===== src/rtl/uart_cmd_decoder.sv =====
// uart_cmd_decoder: turns ASCII command bytes from a show-ahead RX FIFO into
// the PC-side control set (button pulses, set level, mode value, source select).
// Two-byte mode command '#<hex>' with an argument timeout; bad bytes pulse oErr.
module uart_cmd_decoder #(
  parameter int unsigned P_TIMEOUT_CYC = 100_000_000,
  parameter int unsigned P_MODE_MAX    = 9
) (
  input  logic       iClk,
  input  logic       iRst,
  input  logic [7:0] iRx_Data,
  input  logic       iRx_Empty,
  output logic       oRx_Pop,
  output logic       oMode_Sel,
  output logic       oPC_Set,
  output logic [3:0] oPC_Mode,
  output logic       oPC_Btn_U,
  output logic       oPC_Btn_D,
  output logic       oPC_Btn_L,
  output logic       oPC_Btn_R,
  output logic       oErr
);

  // A one-cycle timeout still needs a one-bit counter.
  localparam int unsigned LP_CNT_W = (P_TIMEOUT_CYC > 1) ? $clog2(P_TIMEOUT_CYC) : 1;
  localparam logic [LP_CNT_W-1:0] LP_CNT_LAST = LP_CNT_W'(P_TIMEOUT_CYC - 1);

  typedef enum logic [1:0] {
    StIdle,
    StDecode,
    StArgWait,
    StArgDecode
  } state_e;

  state_e              r_state;
  logic [7:0]          r_byte;
  logic [LP_CNT_W-1:0] r_cnt;

  logic       r_rx_pop;
  logic       r_mode_sel;
  logic       r_pc_set;
  logic [3:0] r_pc_mode;
  logic       r_btn_u;
  logic       r_btn_d;
  logic       r_btn_l;
  logic       r_btn_r;
  logic       r_err;

  logic       w_is_u;
  logic       w_is_d;
  logic       w_is_l;
  logic       w_is_r;
  logic       w_is_set;
  logic       w_is_sel;
  logic       w_is_hash;
  logic       w_is_bad;

  logic       w_arg_hex;
  logic [3:0] w_arg_val;
  logic       w_arg_ok;

  // Classify the latched byte as a command (case-insensitive letters).
  always_comb begin
    w_is_u    = 1'b0;
    w_is_d    = 1'b0;
    w_is_l    = 1'b0;
    w_is_r    = 1'b0;
    w_is_set  = 1'b0;
    w_is_sel  = 1'b0;
    w_is_hash = 1'b0;
    w_is_bad  = 1'b0;
    unique case (r_byte)
      8'h55, 8'h75: w_is_u    = 1'b1;  // U u
      8'h44, 8'h64: w_is_d    = 1'b1;  // D d
      8'h4C, 8'h6C: w_is_l    = 1'b1;  // L l
      8'h52, 8'h72: w_is_r    = 1'b1;  // R r
      8'h53, 8'h73: w_is_set  = 1'b1;  // S s
      8'h4D, 8'h6D: w_is_sel  = 1'b1;  // M m
      8'h23:        w_is_hash = 1'b1;  // #
      8'h0D, 8'h0A: ;                  // CR / LF are silently ignored
      default:      w_is_bad  = 1'b1;
    endcase
  end

  // Decode the latched byte as a hex digit and range-check it against P_MODE_MAX.
  always_comb begin
    w_arg_hex = 1'b1;
    w_arg_val = 4'd0;
    if (r_byte >= 8'h30 && r_byte <= 8'h39) begin
      w_arg_val = 4'(r_byte - 8'h30);
    end else if (r_byte >= 8'h41 && r_byte <= 8'h46) begin
      w_arg_val = 4'(r_byte - 8'h37);
    end else if (r_byte >= 8'h61 && r_byte <= 8'h66) begin
      w_arg_val = 4'(r_byte - 8'h57);
    end else begin
      w_arg_hex = 1'b0;
    end
    w_arg_ok = w_arg_hex && ({28'd0, w_arg_val} <= P_MODE_MAX);
  end

  // Control FSM; every output is a register, pulses default low each cycle.
  always_ff @(posedge iClk) begin
    if (iRst) begin
      r_state    <= StIdle;
      r_byte     <= 8'd0;
      r_cnt      <= '0;
      r_rx_pop   <= 1'b0;
      r_mode_sel <= 1'b0;
      r_pc_set   <= 1'b0;
      r_pc_mode  <= 4'd0;
      r_btn_u    <= 1'b0;
      r_btn_d    <= 1'b0;
      r_btn_l    <= 1'b0;
      r_btn_r    <= 1'b0;
      r_err      <= 1'b0;
    end else begin
      r_rx_pop <= 1'b0;
      r_btn_u  <= 1'b0;
      r_btn_d  <= 1'b0;
      r_btn_l  <= 1'b0;
      r_btn_r  <= 1'b0;
      r_err    <= 1'b0;
      unique case (r_state)
        StIdle: begin
          if (!iRx_Empty) begin
            r_rx_pop <= 1'b1;
            r_byte   <= iRx_Data;
            r_state  <= StDecode;
          end
        end
        StDecode: begin
          r_state <= StIdle;
          r_btn_u <= w_is_u;
          r_btn_d <= w_is_d;
          r_btn_l <= w_is_l;
          r_btn_r <= w_is_r;
          r_err   <= w_is_bad;
          if (w_is_set) r_pc_set <= ~r_pc_set;
          if (w_is_sel) r_mode_sel <= ~r_mode_sel;
          if (w_is_hash) begin
            r_cnt   <= '0;
            r_state <= StArgWait;
          end
        end
        StArgWait: begin
          // Saturating increment: the timeout compare fires before the top is reached.
          if (r_cnt != '1) r_cnt <= r_cnt + 1'b1;
          if (!iRx_Empty) begin
            r_rx_pop <= 1'b1;
            r_byte   <= iRx_Data;
            r_state  <= StArgDecode;
          end else if (r_cnt == LP_CNT_LAST) begin
            r_err   <= 1'b1;
            r_state <= StIdle;
          end
        end
        StArgDecode: begin
          // A rejected argument is consumed here, never re-decoded as a command.
          if (w_arg_ok) begin
            r_pc_mode <= w_arg_val;
          end else begin
            r_err <= 1'b1;
          end
          r_state <= StIdle;
        end
        default: r_state <= StIdle;
      endcase
    end
  end

  assign oRx_Pop   = r_rx_pop;
  assign oMode_Sel = r_mode_sel;
  assign oPC_Set   = r_pc_set;
  assign oPC_Mode  = r_pc_mode;
  assign oPC_Btn_U = r_btn_u;
  assign oPC_Btn_D = r_btn_d;
  assign oPC_Btn_L = r_btn_l;
  assign oPC_Btn_R = r_btn_r;
  assign oErr      = r_err;

endmodule


===== config.mk =====
export PLATFORM = sky130hd
export DESIGN_NAME = uart_cmd_decoder
export DESIGN_NICKNAME = d
export VERILOG_FILES = /design/src/rtl/uart_cmd_decoder.sv
export SDC_FILE = /design/constraint.sdc
export NUM_CORES = 1
export LEC_CHECK = 0
export BUFFER_PORTS_ARGS = -buffer_cell sky130_fd_sc_hd__buf_2
export CAP_MARGIN = 20
export CORE_ASPECT_RATIO = 0.5
export CORE_MARGIN = 2
export CORE_UTILIZATION = 43
export DETAILED_ROUTE_END_ITERATION = 10
export PLACE_DENSITY = 0.63
export RECOVER_POWER = 50
export SYNTH_ARGS = -nofsm -noshare
export SYNTH_HDL_FRONTEND = slang
export SYNTH_SLANG_ARGS = --single-unit

===== constraint.sdc =====
create_clock -name iClk -period 1.9 [get_ports iClk]
set_input_delay 0.285 -clock iClk [delete_from_list [all_inputs] [get_ports iClk]]
set_output_delay 0.285 -clock iClk [all_outputs]
set_load 0.03 [all_outputs]

==> metrics.md <==
| Metric | Value |
|---|---|
| Htree depth | 2 |
| Dpl hpwl | 4012 um |
| P&R area growth vs syn | 29.08% |
| CTS tree | yes |
| Most frequent cells in the layout | dfxtp_1, buf_4, nor2_1 |
| Root buffer cell | clkbuf_16 |
| Antenna cells | 0 |
| Hold Path Stages | 3 |
| Met2 Usage GRT | 29.95% |
| Die height | 58.24 um |
| Gpl congestion | 0.8768 |
| Hold Path Class | in -> reg |
| Clk Latency, worst-skew pair | 0.29 ns |
| Final setup vio count | 0 |
| Fill cells | 477 |
| Hold slack | 0.2290 ns |
| Crit Path Category | reg -> reg |
| Yosys top cell area share | 38.77% |
| Least-Margin Pin Slew | 0.4855 ns |
| Total nets after synthesis | 303 |
| Residual DRC count | 0 |
| GRT busiest layer | met2 |
| Yosys warns | 0 |
| CTS clock-pin slew for the worst setup and hold paths | 0.06 ns |
| DRT iter0 DRCs | 60 |
| Total GRT Usage | 18.18% |
| PortBufs | 22 |
| Critical Path AT | 2.11 ns |
| Library cells used by synthesis | 55 |
| Dpl ws | -0.06405 ns |
| Wirelength per Cell | 14.20 um |
| Sequential power share | 49.2% |
| Post-DRT Antenna Nets | 0 |
| Fin nets | 360 |
| Pins Over Slew Limit | 0 |
| Fmax | 0.5291 GHz |
| Outcome | complete, no violations |
| Clock sink count | 49 |
| Post-route minimum period | 1.890 ns |
| CP Launch Type | flip-flop |
| Depth of the most critical reg-to-reg path | 8 |
| Floorplan row count | 19 |
| 1st-pass router iterations | 4 |
| First-pass GRT wire length | 9646 um |
| Synth top area cells | dfxtp_1, xor2_1, nor2_1, o21ai_0, a21oi_1 |
| EDFF count, synth | 0 |
| Max IR drop VDD | 0.3561 mV |
| Netlist Area Pre-Place | 2530 sq um |
| Starting Density | 45.29% |
| Layout Skew | 0.005465 ns |
| Yosys reg bits | 49 |
| Critical Path End Type | flip-flop |
| CTS Hold Bufs | 0 |
| NetSw | 486.3 uW |
| DIE WIDTH | 112.5 um |
| Die area | 6551 sq um |
| Final hold vios | 0 |
| Cts bufs inserted | 5 |
| Logic pwr share | 7.3% |
| Clock network fraction of total power | 43.5% |
| Proportion of layout cells with a drive suffix above 1 | 30.14% |
| CP max FO | 5 |
| Largest net degree at the start of global routing | 26 |
| Ys flop type | dfxtp_1 |
| Met3 usage | 3.661% |
| Power Density | 659.1 nW/um^2 |
| Final core utilization | 58.45% |
| Switch share | 22.60% |
| Pint | 1666 uW |
| Max-cap viol count | 0 |
| Routed vias/inst | 5.433 |
| Initial antenna violation count | 0 |
| Worst setup margin | 0.009868 ns |
| Worst path required time | 2.12 ns |
| Post-Synthesis Cells | 287 |
| Commonest non-fill, non-tap cell in the layout | dfxtp_1 |
| Drt total wl | 5936 um |
| Met1 Usage GRT | 24.26% |
| Vias after detailed routing | 2271 |
| Largest area contributor in the netlist | dfxtp_1 |
| Maximum buffer depth of the clock tree | 2 |
| Avg Inst Size Synth | 8.815 sq um |
| Grt ovf | 0 |
| Post-synthesis async set-or-reset flop share | 0% |
| Relative slew slack | 67.64% |
| Leak Pwr | 0.001240 uW |
| Vias in the first global route | 2068 |
| Sequential element share of the synthesized area | 38.77% |
| RSZ-0062 raised after global routing | yes |
| CORE AREA | 5587 sq um |
| I/O pin count | 23 |
| Final Cycle Share | 99.48% |
## final cells by class
cell class                 count  area, sq um  share of cell area [%]
tap                           73        91.34                   2.797
inverter                       5        23.77                  0.7280
clock inverter                 1        5.005                  0.1533
clock buffer                   7        152.6                   4.674
timing repair buffer          66        437.9                   13.41
multi-input combinational    217         1562                   47.82
sequential                    49        993.5                   30.42
## repair_timing
item | in CTS | in global routing
pin swaps | 5 | 5
endpoints found under the setup margin | 22 | 30
gates resized for setup | 9 | 23
cloned | 0 | 1
buffers inserted | 1 | 9
## critical path, stage by stage, from the launching register on
cell and delay (ns):
dfxtp_4 0.37, inv_4 0.05, ha_4 0.15, or3b_1 0.35
and4_4 0.19, a22oi_2 0.15, a21oi_2 0.11, or3_1 0.34
a21oi_2 0.13
## state kept, by name, summed over array words and instances, names as in the netlist
name       flops
oPC_Set        1
r_byte         8
oPC_Btn_D      1
oPC_Btn_U      1
oPC_Mode       4
oPC_Btn_R      1
oPC_Btn_L      1
oMode_Sel      1
r_cnt         27
oErr           1
oRx_Pop        1
r_state        2
## cell usage after synthesis (5+ instances only)
cell type	instances
a21oi_1	21
and4_1	8
buf_2	7
dfxtp_1	49
ha_1	5
inv_1	5
nand2_1	15
nand3_1	8
nand4_1	5
nor2_1	35
o2111ai_1	6
o21ai_0	23
or3_1	9
xor2_1	19
## per-layer routing
layer,routed length (um),up-vias
li1,-,1158
met1,2906,1077
met2,2818,27
met3,140,9
met4,70,0
met5,0,-
## cell families (layout without fill, tap and decap cells)
kind of cell	Yosys count	in the layout	synth area share (%)
AO/OA/AOI/OAI	73	73	19.73
XOR/XNOR	20	20	6.924
adder cells (fa/ha/maj)	5	5	2.473
buffers and inverters	21	79	4.648
flip-flops	49	49	38.77
multiplexers	3	3	1.187
AND/OR/NAND/NOR	116	116	26.26
## power by group through the flow
stage / Sequential (uW) / Combinational, uW / Clock (uW)
6_report: 1060 / 158 / 936
3_5_place_dp: 1080 / 148 / 0
5_1_grt: 1060 / 177 / 990
3_3_place_gp: 1080 / 145 / 0
2_1_floorplan: 1080 / 92.4 / 0
4_1_cts: 1050 / 154 / 947
## through the flow
step            TNS [ns]  cell area [sq um]  cells  total power [uW]
5_1_grt          -0.4404               3266    418              2227
6_report               0               3266    418              2152
3_3_place_gp   -0.006875               2934    399              1223
2_1_floorplan          0               2571    287              1171
4_1_cts        -0.003167               3133    408              2155
3_5_place_dp     -0.2992               2934    399              1227
## worst paths after layout
path | to | slack [ns] | start
min | r_byte[1]$_SDFFE_PP0P_ | 0.23 | iRx_Data[1]
min reg2reg | oPC_Mode[3]$_SDFFE_PP0P_ | 0.48 | oPC_Mode[3]$_SDFFE_PP0P_
max reg2reg | oPC_Mode[1]$_SDFFE_PP0P_ | 0.01 | r_byte[1]$_SDFFE_PP0P_
max | oPC_Mode[1]$_SDFFE_PP0P_ | 0.01 | r_byte[1]$_SDFFE_PP0P_
Power figures use the tool's default switching activity.
